<file path="src/rtl/axi4_stream_pkt_gen_if.sv">
// AXI4-Stream bus bundle with transmitter (master) and receiver (slave) views.
interface axi4_stream_pkt_gen_if #(
    parameter int unsigned N_BYTES   = 4,
    parameter int unsigned TID_WIDTH = 4
) ();
    logic                   TVALID;
    logic                   TREADY;
    logic [8*N_BYTES-1:0]   TDATA;
    logic [N_BYTES-1:0]     TSTRB;
    logic [N_BYTES-1:0]     TKEEP;
    logic                   TLAST;
    logic [TID_WIDTH-1:0]   TID;
    logic                   TDEST;
    logic                   TUSER;

    modport master (
        output TVALID, TDATA, TSTRB, TKEEP, TLAST, TID, TDEST, TUSER,
        input  TREADY
    );

    modport slave (
        input  TVALID, TDATA, TSTRB, TKEEP, TLAST, TID, TDEST, TUSER,
        output TREADY
    );
endinterface

</file>
<file path="src/rtl/axi4_stream_pkt_gen.sv">
// AXI4-Stream packet source: one packet per accepted start, incrementing byte payload from a seed,
// partial last beat flagged through TKEEP/TSTRB. All stream outputs come straight from flops.
module axi4_stream_pkt_gen #(
    parameter int unsigned N_BYTES   = 4,
    parameter int unsigned TID_WIDTH = 4,
    parameter int unsigned LEN_WIDTH = 16
) (
    input  logic                 ACLK,
    input  logic                 ARESETn,
    input  logic                 start_i,
    input  logic [LEN_WIDTH-1:0] pkt_len_i,
    input  logic [TID_WIDTH-1:0] pkt_id_i,
    input  logic [7:0]           seed_i,
    output logic                 busy_o,
    output logic                 done_o,
    axi4_stream_pkt_gen_if.master axis
);

    typedef enum logic [0:0] {StIdle, StSend} state_e;

    typedef struct packed {
        logic [8*N_BYTES-1:0] data;
        logic [N_BYTES-1:0]   keep;
        logic                 last;
    } beat_t;

    // Builds the beat starting at packet byte idx; bytes at or past len are null and zeroed.
    function automatic beat_t calc_beat(input logic [LEN_WIDTH-1:0] idx,
                                        input logic [LEN_WIDTH-1:0] len,
                                        input logic [7:0]           seed);
        beat_t                b;
        logic [LEN_WIDTH-1:0] rem;
        b   = '0;
        rem = len - idx;
        for (int unsigned i = 0; i < N_BYTES; i++) begin
            if (LEN_WIDTH'(i) < rem) begin
                b.keep[i]       = 1'b1;
                b.data[8*i +: 8] = seed + idx[7:0] + 8'(i);
            end
        end
        b.last = (rem <= LEN_WIDTH'(N_BYTES));
        return b;
    endfunction

    state_e               state_q, state_d;
    logic [LEN_WIDTH-1:0] len_q, len_d;
    logic [LEN_WIDTH-1:0] idx_q, idx_d;
    logic [7:0]           seed_q, seed_d;
    logic [TID_WIDTH-1:0] tid_q, tid_d;
    logic                 tvalid_q, tvalid_d;
    logic [8*N_BYTES-1:0] tdata_q, tdata_d;
    logic [N_BYTES-1:0]   tkeep_q, tkeep_d;
    logic                 tlast_q, tlast_d;
    logic                 done_q, done_d;
    beat_t                beat;

    always_comb begin
        state_d  = state_q;
        len_d    = len_q;
        idx_d    = idx_q;
        seed_d   = seed_q;
        tid_d    = tid_q;
        tvalid_d = tvalid_q;
        tdata_d  = tdata_q;
        tkeep_d  = tkeep_q;
        tlast_d  = tlast_q;
        done_d   = 1'b0;
        beat     = '0;

        unique case (state_q)
            StIdle: begin
                if (start_i && (pkt_len_i != '0)) begin
                    beat     = calc_beat('0, pkt_len_i, seed_i);
                    state_d  = StSend;
                    len_d    = pkt_len_i;
                    seed_d   = seed_i;
                    tid_d    = pkt_id_i;
                    idx_d    = '0;
                    tvalid_d = 1'b1;
                    tdata_d  = beat.data;
                    tkeep_d  = beat.keep;
                    tlast_d  = beat.last;
                end
            end
            StSend: begin
                if (axis.TREADY) begin
                    if (tlast_q) begin
                        state_d  = StIdle;
                        tvalid_d = 1'b0;
                        tdata_d  = '0;
                        tkeep_d  = '0;
                        tlast_d  = 1'b0;
                        done_d   = 1'b1;
                    end else begin
                        idx_d   = idx_q + LEN_WIDTH'(N_BYTES);
                        beat    = calc_beat(idx_d, len_q, seed_q);
                        tdata_d = beat.data;
                        tkeep_d = beat.keep;
                        tlast_d = beat.last;
                    end
                end
            end
            default: state_d = StIdle;
        endcase
    end

    always_ff @(posedge ACLK) begin
        if (!ARESETn) begin
            state_q  <= StIdle;
            len_q    <= '0;
            idx_q    <= '0;
            seed_q   <= '0;
            tid_q    <= '0;
            tvalid_q <= 1'b0;
            tdata_q  <= '0;
            tkeep_q  <= '0;
            tlast_q  <= 1'b0;
            done_q   <= 1'b0;
        end else begin
            state_q  <= state_d;
            len_q    <= len_d;
            idx_q    <= idx_d;
            seed_q   <= seed_d;
            tid_q    <= tid_d;
            tvalid_q <= tvalid_d;
            tdata_q  <= tdata_d;
            tkeep_q  <= tkeep_d;
            tlast_q  <= tlast_d;
            done_q   <= done_d;
        end
    end

    assign busy_o      = (state_q == StSend);
    assign done_o      = done_q;
    assign axis.TVALID = tvalid_q;
    assign axis.TDATA  = tdata_q;
    assign axis.TKEEP  = tkeep_q;
    assign axis.TSTRB  = tkeep_q;
    assign axis.TLAST  = tlast_q;
    assign axis.TID    = tid_q;
    assign axis.TDEST  = 1'b0;
    assign axis.TUSER  = 1'b0;

endmodule
</file>
<file path="src/flat_wrapper.sv">
// flat-port wrapper written by rule: the top's interface ports become plain ports
module axi4_stream_pkt_gen_flat 
#(
    parameter int unsigned N_BYTES   = 4,
    parameter int unsigned TID_WIDTH = 4,
    parameter int unsigned LEN_WIDTH = 16
)
  (ACLK, ARESETn, start_i, pkt_len_i, pkt_id_i, seed_i, busy_o, done_o, axis_TVALID, axis_TDATA, axis_TSTRB, axis_TKEEP, axis_TLAST, axis_TID, axis_TDEST, axis_TUSER, axis_TREADY);
  axi4_stream_pkt_gen_if #(.N_BYTES(N_BYTES), .TID_WIDTH(TID_WIDTH)) axis_i ();
  input  logic ACLK;
  input  logic ARESETn;
  input  logic start_i;
  input  logic [LEN_WIDTH-1:0] pkt_len_i;
  input  logic [TID_WIDTH-1:0] pkt_id_i;
  input  logic [7:0] seed_i;
  output logic busy_o;
  output logic done_o;
  output wire logic [$bits(axis_i.TVALID)-1:0] axis_TVALID;
  output wire logic [$bits(axis_i.TDATA)-1:0] axis_TDATA;
  output wire logic [$bits(axis_i.TSTRB)-1:0] axis_TSTRB;
  output wire logic [$bits(axis_i.TKEEP)-1:0] axis_TKEEP;
  output wire logic [$bits(axis_i.TLAST)-1:0] axis_TLAST;
  output wire logic [$bits(axis_i.TID)-1:0] axis_TID;
  output wire logic [$bits(axis_i.TDEST)-1:0] axis_TDEST;
  output wire logic [$bits(axis_i.TUSER)-1:0] axis_TUSER;
  input wire logic [$bits(axis_i.TREADY)-1:0] axis_TREADY;
  assign axis_TVALID = axis_i.TVALID;
  assign axis_TDATA = axis_i.TDATA;
  assign axis_TSTRB = axis_i.TSTRB;
  assign axis_TKEEP = axis_i.TKEEP;
  assign axis_TLAST = axis_i.TLAST;
  assign axis_TID = axis_i.TID;
  assign axis_TDEST = axis_i.TDEST;
  assign axis_TUSER = axis_i.TUSER;
  assign axis_i.TREADY = axis_TREADY;
  axi4_stream_pkt_gen #(.N_BYTES(N_BYTES), .TID_WIDTH(TID_WIDTH), .LEN_WIDTH(LEN_WIDTH)) u_core (.ACLK(ACLK), .ARESETn(ARESETn), .start_i(start_i), .pkt_len_i(pkt_len_i), .pkt_id_i(pkt_id_i), .seed_i(seed_i), .busy_o(busy_o), .done_o(done_o), .axis(axis_i));
endmodule
</file>
<file path="config.mk">
export PLATFORM = sky130hd
export DESIGN_NAME = axi4_stream_pkt_gen_flat
export DESIGN_NICKNAME = d
export VERILOG_FILES = /design/src/rtl/axi4_stream_pkt_gen_if.sv /design/src/rtl/axi4_stream_pkt_gen.sv /design/src/flat_wrapper.sv
export SDC_FILE = /design/constraint.sdc
export NUM_CORES = 1
export LEC_CHECK = 0
export BUFFER_PORTS_ARGS = -buffer_cell sky130_fd_sc_hd__buf_2
export CORE_MARGIN = 2
export CORE_UTILIZATION = 45
export DETAILED_ROUTE_END_ITERATION = 12
export PLACE_DENSITY = 0.74
export REMOVE_ABC_BUFFERS = 1
export SETUP_SLACK_MARGIN = 0.5
export SYNTH_ARGS = -nofsm -noshare
export SYNTH_HDL_FRONTEND = slang
export SYNTH_SLANG_ARGS = --single-unit
export TNS_END_PERCENT = 30
</file>
<file path="constraint.sdc">
create_clock -name ACLK -period 3.5 [get_ports ACLK]
set_input_delay 0.525 -clock ACLK [delete_from_list [all_inputs] [get_ports ACLK]]
set_output_delay 0.525 -clock ACLK [all_outputs]
set_load 0.02 [all_outputs]
</file>
Yosys cells after proc, flatten, opt, wreduce, memory -nomap -nowiden
Cells that the tools add are included.

word-level totals
  register bits = 84
  latch bits = 0
  memory bits (writable) = 0
  ROM bits = 0
  bits of input ports = 32
  output and inout port bits = 50
  word-level logic and storage cells = 82
  memories kept = 0

cells by class
  add/subtract/negate cells = 9
  multipliers = 0
  divide/modulo/power cells = 0
  order comparisons = 10
  equal/unequal tests = 4
  shifts and indexed selects = 0
  mux-type cells = 41
  bitwise gates (word level) = 1
  reduce and logical (&&, ||, !) cells = 7

operator list
  cell                   number
  $mux 32                3
  $lt 1x16->1 const A    4
  $lt 2x16->1 const A    4
  $mux 8                 8
  $pmux 32 s2            1
  $mux 16                3
  $add 8x2->8 const B    4
  $le 16x3->1 const B    2
  $pmux 16 s2            1
  $mux 1                 18
  $add 16x3->16 const B  1
  $add 8x1->8 const B    2
  $reduce_bool 16->1     1
  $sub 16x16->16         1
  $mux 4                 3
  $reduce_and 3->1       3
  $add 8x8->8            1
  $pmux 4 s2             1
  $ne 2x2->1 const B     3
  $pmux 1 s2             3
  $reduce_and 2->1       2
  $ne 2x1->1 const B     1
  $logic_and 1x1->1      1
  $not 1->1              1

Logic depth before layout (Yosys ltp)
  depth in word-level cells = 7
  depth in mapped cells = 14
  gate-level depth less buffers = 14

Least setup slack after synthesis
Ideal clock, no wire load.

  kind = reg-to-reg
  from = register u_core.idx_q[5]
  to = register u_core.tdata_q[0], in the netlist u_core.axis.TDATA[0]
  library setup time = 132 ps
  arrival time = 3434 ps
  data required time = 3368 ps
  path slack = -67 ps
  cell stages (with the launch flop) = 15
  buffers on the path = 0
  period minus slack after synthesis = 3567 ps
  cell sequence = dfxtp_1 -> nand2_1 -> nor2_1 -> nand2_1 -> or2_2 -> xor2_1 -> ha_1 -> and3_2 -> and2_2 -> a221o_1 -> or3_4 -> a221oi_2 -> o2111ai_2 -> a32oi_1 -> a21oi_1

on the way
  cells in the longest elaborated chain, start to end = 7

RTL lines
  what                      RTL line                    text
  start: declaration        axi4_stream_pkt_gen.sv:47   logic [LEN_WIDTH-1:0] idx_q, idx_d;
  start signal: assignment  axi4_stream_pkt_gen.sv:122  idx_q <= idx_d;
  $add 16x3->16             axi4_stream_pkt_gen.sv:95   idx_d = idx_q + LEN_WIDTH'(N_BYTES);
  $sub 16x16->16            axi4_stream_pkt_gen.sv:34   rem = len - idx;
  $lt 1x16->1               axi4_stream_pkt_gen.sv:36   if (LEN_WIDTH'(i) < rem) begin
  $mux 8                    axi4_stream_pkt_gen.sv:36
  $mux 32                   axi4_stream_pkt_gen.sv:87   if (tlast_q) begin
  $mux 32                   axi4_stream_pkt_gen.sv:86   if (axis.TREADY) begin
  $pmux 32 s2               axi4_stream_pkt_gen.sv:70   unique case (state_q)
  end signal: assignment    axi4_stream_pkt_gen.sv:126  tdata_q <= tdata_d;
  end: declaration          axi4_stream_pkt_gen.sv:51   logic [8*N_BYTES-1:0] tdata_q, tdata_d;

Every way passes these cells. The select of a mux whose other input is x is not followed.
A chain may end at the register's enable or synchronous reset.

Worst setup path in the final report
  from = register u_core.idx_q[6]
  to = register u_core.tdata_q[4], in the netlist u_core.axis.TDATA[4]

The elaborated chain is that of the path after synthesis.

==> run summary <==
Layout Nets = 901
Pre-CTS setup slack = -0.3115 ns
Die area = 12770 sq um
Min Hold Slack = 0.4212 ns
Crit path DAT = 3.86 ns
Sum Neg Setup Slack = -2.144 ns
Yosys reg bits = 82
Final Hold Violating Endpoints = 0
Largest stage delay, worst path = 0.45 ns
Worst Max-Slew Pin Slew = 0.9112 ns
Layout cell share with drive strength beyond 1 = 28.32%
CTS Buf Count = 9
Setup Viol. Count Final = 31
Reg clk slew, reported paths = 0.06 ns
Initial antenna violation count = 0
Library cells used by synthesis = 63
R2r setup slk = -0.17 ns
PnR worst setup slack = -0.1728 ns
Root Buffer = clkbuf_16
Critical R2R Launch = u_core.idx_q[6]
Fin. max-slew vios = 0
P&R area growth vs syn = 30.32%
DR pass1 iterations = 9
Hold-critical path endpoint = u_core.axis.TID[1]
Die Ht = 113.0 um
Violated checks = DRC, setup timing
Post-DP HPWL = 10.97 mm
Die W = 113.0 um
Sequential cell area fraction in the yosys report = 30.69%
Crit-path max FO = 5
I/O pins = 82
Relative slew slack = 38.82%
Slowest-stage cell, CP = or3_4
Pwr dens = 429.7 nW/um^2
CP Launch Type = flop
Post-DRT Antenna Nets = 0
Peak VDD IR = 250.7 uV
CTS Sinks = 82
R2R depth = 15
Setup CP Type = flop to flop
Initial DRC Count = 495
Deepest clock path buffer count = 2
Cell Rows = 39
Final GP Congestion = 0.9063
Worst path cell trace = nand2_2 > nor2_2 > buf_4 > nand4_1 > xor2_2 > ha_4 > a21oi_4 > o21ai_4 > a221o_1 > or3_4 > a221oi_4 > o2111ai_2 > buf_6 > a32oi_1 > a21oi_1
Worst hold start = pkt_id_i[1]
CTS hold repair buffers = 0
Leakage = 2.912 nW
Cell count after synthesis = 714
Filler Cells Inserted = 985
Worst min path class = input pin to flop
Primary FF master, synth = dfxtp_1
Largest net degree at the start of global routing = 53
Number of I/O port buffers = 79
Status = complete, but fails checks
Grt ovf = 0
Most frequent cells in the layout = 115 x nand2_1, 80 x buf_2, 77 x buf_4
Ant diodes = 0
Power Total = 0.002995 W
Fin crit share = 104.9%
CTS tree = done
First-pass GRT wire length = 26.10 mm
Gr usage total = 25.01%
Avg Synthesized Cell Area = 7.491 sq um
Unrepaired setup endpoints after global routing = true
Initial Util = 46.45%
CP endpoint kind = flop
Period minus WS final = 3.673 ns
Ys Warns = 0
Synthesized area = 5349 sq um
R2R Path End = u_core.axis.TDATA[4]
Vias in the first global route = 5396
Clock skew = 0.009594 ns
Skew-Pair Late Insertion Delay = 0.34 ns
Commonest non-fill, non-tap cell in the layout = nand2_1
Vias = 5787
H-tree levels = 3
Max-cap violations = 0
DRC viols = 4
Hold path cells = 3
Fmax = 272.3 MHz
CORE AREA = 11520 sq um
Wire per inst = 16.60 um
Final WL = 16.38 mm
Ys async rst share = 0%
Via density = 5.863
CP Data Required Time = 3.69 ns
Post-synth EDFFs = 0
==> worst max-delay path, delay by kind of cell, from the launching register on <==
family,cells,cell delay [ns]
XOR/XNOR,1,0.35
buffers and inverters,2,0.33
AO/OA/AOI/OAI,7,1.36
flip-flops,1,0.36
adder cells (fa/ha/maj),1,0.27
AND/OR/NAND/NOR,4,0.85
==> through the flow <==
step / cells / utilization [%] / cell area (sq um)
6_report: 987 / 60.53 / 6970
5_1_grt: 987 / 60.53 / 6970
4_1_cts: 984 / 58.49 / 6735
3_5_place_dp: 962 / 54.32 / 6256
3_3_place_gp: 962 / 54.32 / 6256
2_1_floorplan: 670 / - / 5151
==> final cells by class <==
| class | instances | area, sq um | area share, % |
|---|---|---|---|
| clock buffer | 12 | 236.5 | 3.393 |
| clock inverter | 4 | 73.82 | 1.059 |
| inverter | 22 | 82.58 | 1.185 |
| multi-input combinational | 566 | 3760 | 53.94 |
| sequential | 82 | 1649 | 23.66 |
| tap | 143 | 178.9 | 2.567 |
| timing repair buffer | 158 | 989.7 | 14.20 |
==> flip-flops by register name (all words and copies together) (netlist names) <==
name / count
u_core.idx_q: 14
u_core.axis.TLAST: 1
u_core.axis.TVALID: 1
u_core.len_q: 16
u_core.axis.TKEEP: 4
u_core.seed_q: 8
u_core.axis.TDATA: 32
u_core.busy_o: 1
u_core.axis.TID: 4
u_core.done_o: 1
==> logic make-up after synthesis <==
family          count (synthesis)  synth area share (%)
buf+inv                        68                 5.380
xor+xnor                       56                 9.170
compound gates                223                 26.67
other cells                     2                0.1404
fa+ha+maj                      30                 7.018
simple gates                  253                 20.94
flops                          82                 30.69
==> cells in the mapped netlist (3+ instances only) <==
cell type,n,area [sq um]
a211o_1,3,26.28
a211oi_1,3,22.52
a21o_1,5,37.54
a21oi_1,77,385.4
a221oi_1,3,26.28
a221oi_2,3,45.04
a31oi_1,21,131.4
a32oi_1,5,43.79
buf_1,4,15.01
buf_4,6,45.04
clkbuf_1,33,123.9
dfxtp_1,82,1642
ha_1,30,375.4
inv_1,22,82.58
nand2_1,118,442.9
nand2b_1,3,18.77
nand3_1,20,100.1
nand4_1,13,81.33
nor2_1,63,236.5
nor2b_1,3,18.77
nor3_1,10,50.05
o2111ai_1,3,26.28
o2111ai_2,4,60.06
o21ai_0,60,300.3
o21bai_1,3,22.52
o221ai_1,4,35.03
o22ai_1,4,25.02
o31a_1,5,43.79
or3_1,4,25.02
xnor2_1,33,289.0
xor2_1,23,201.4
==> where the power goes <==
part | switching [W] | total (W) | internal (W)
Sequential | 0.0000507 | 0.00106 | 0.00101
Combinational | 0.000574 | 0.000919 | 0.000345
Clock | 0.000387 | 0.00101 | 0.000628
==> how the worst max path moves through the flow <==
stage                                 end             from  slack, ns
detailed placement   u_core.axis.TKEEP[2]  u_core.idx_q[2]      -0.31
finish               u_core.axis.TDATA[4]  u_core.idx_q[6]      -0.17
floorplan            u_core.axis.TDATA[0]  u_core.idx_q[5]      -0.11
global route         u_core.axis.TDATA[4]  u_core.idx_q[5]      -0.33
global placement    u_core.axis.TDATA[16]  u_core.idx_q[5]      -0.20
CTS                  u_core.axis.TDATA[5]  u_core.idx_q[5]      -0.12
==> what timing repair did <==
| action | CTS | global route |
|---|---|---|
| gates cloned | 1 | 0 |
| pin swaps | 29 | 31 |
| gates resized for setup | 22 | 38 |
| buffers inserted | 5 | 3 |
| hold endpoints to repair | 0 | 0 |
| endpoints found under the setup margin | 37 | 37 |
==> metal layers <==
metal	GRT usage, %	part of all wire [%]	up-vias
met3	4.981	8.3	29
met4	6.911	1.4	0
met2	40.84	48	262
met1	33.81	42	2719
li1	-	-	2777
met5	0	0	-
No activity file was read; power rests on OpenSTA's default activity.
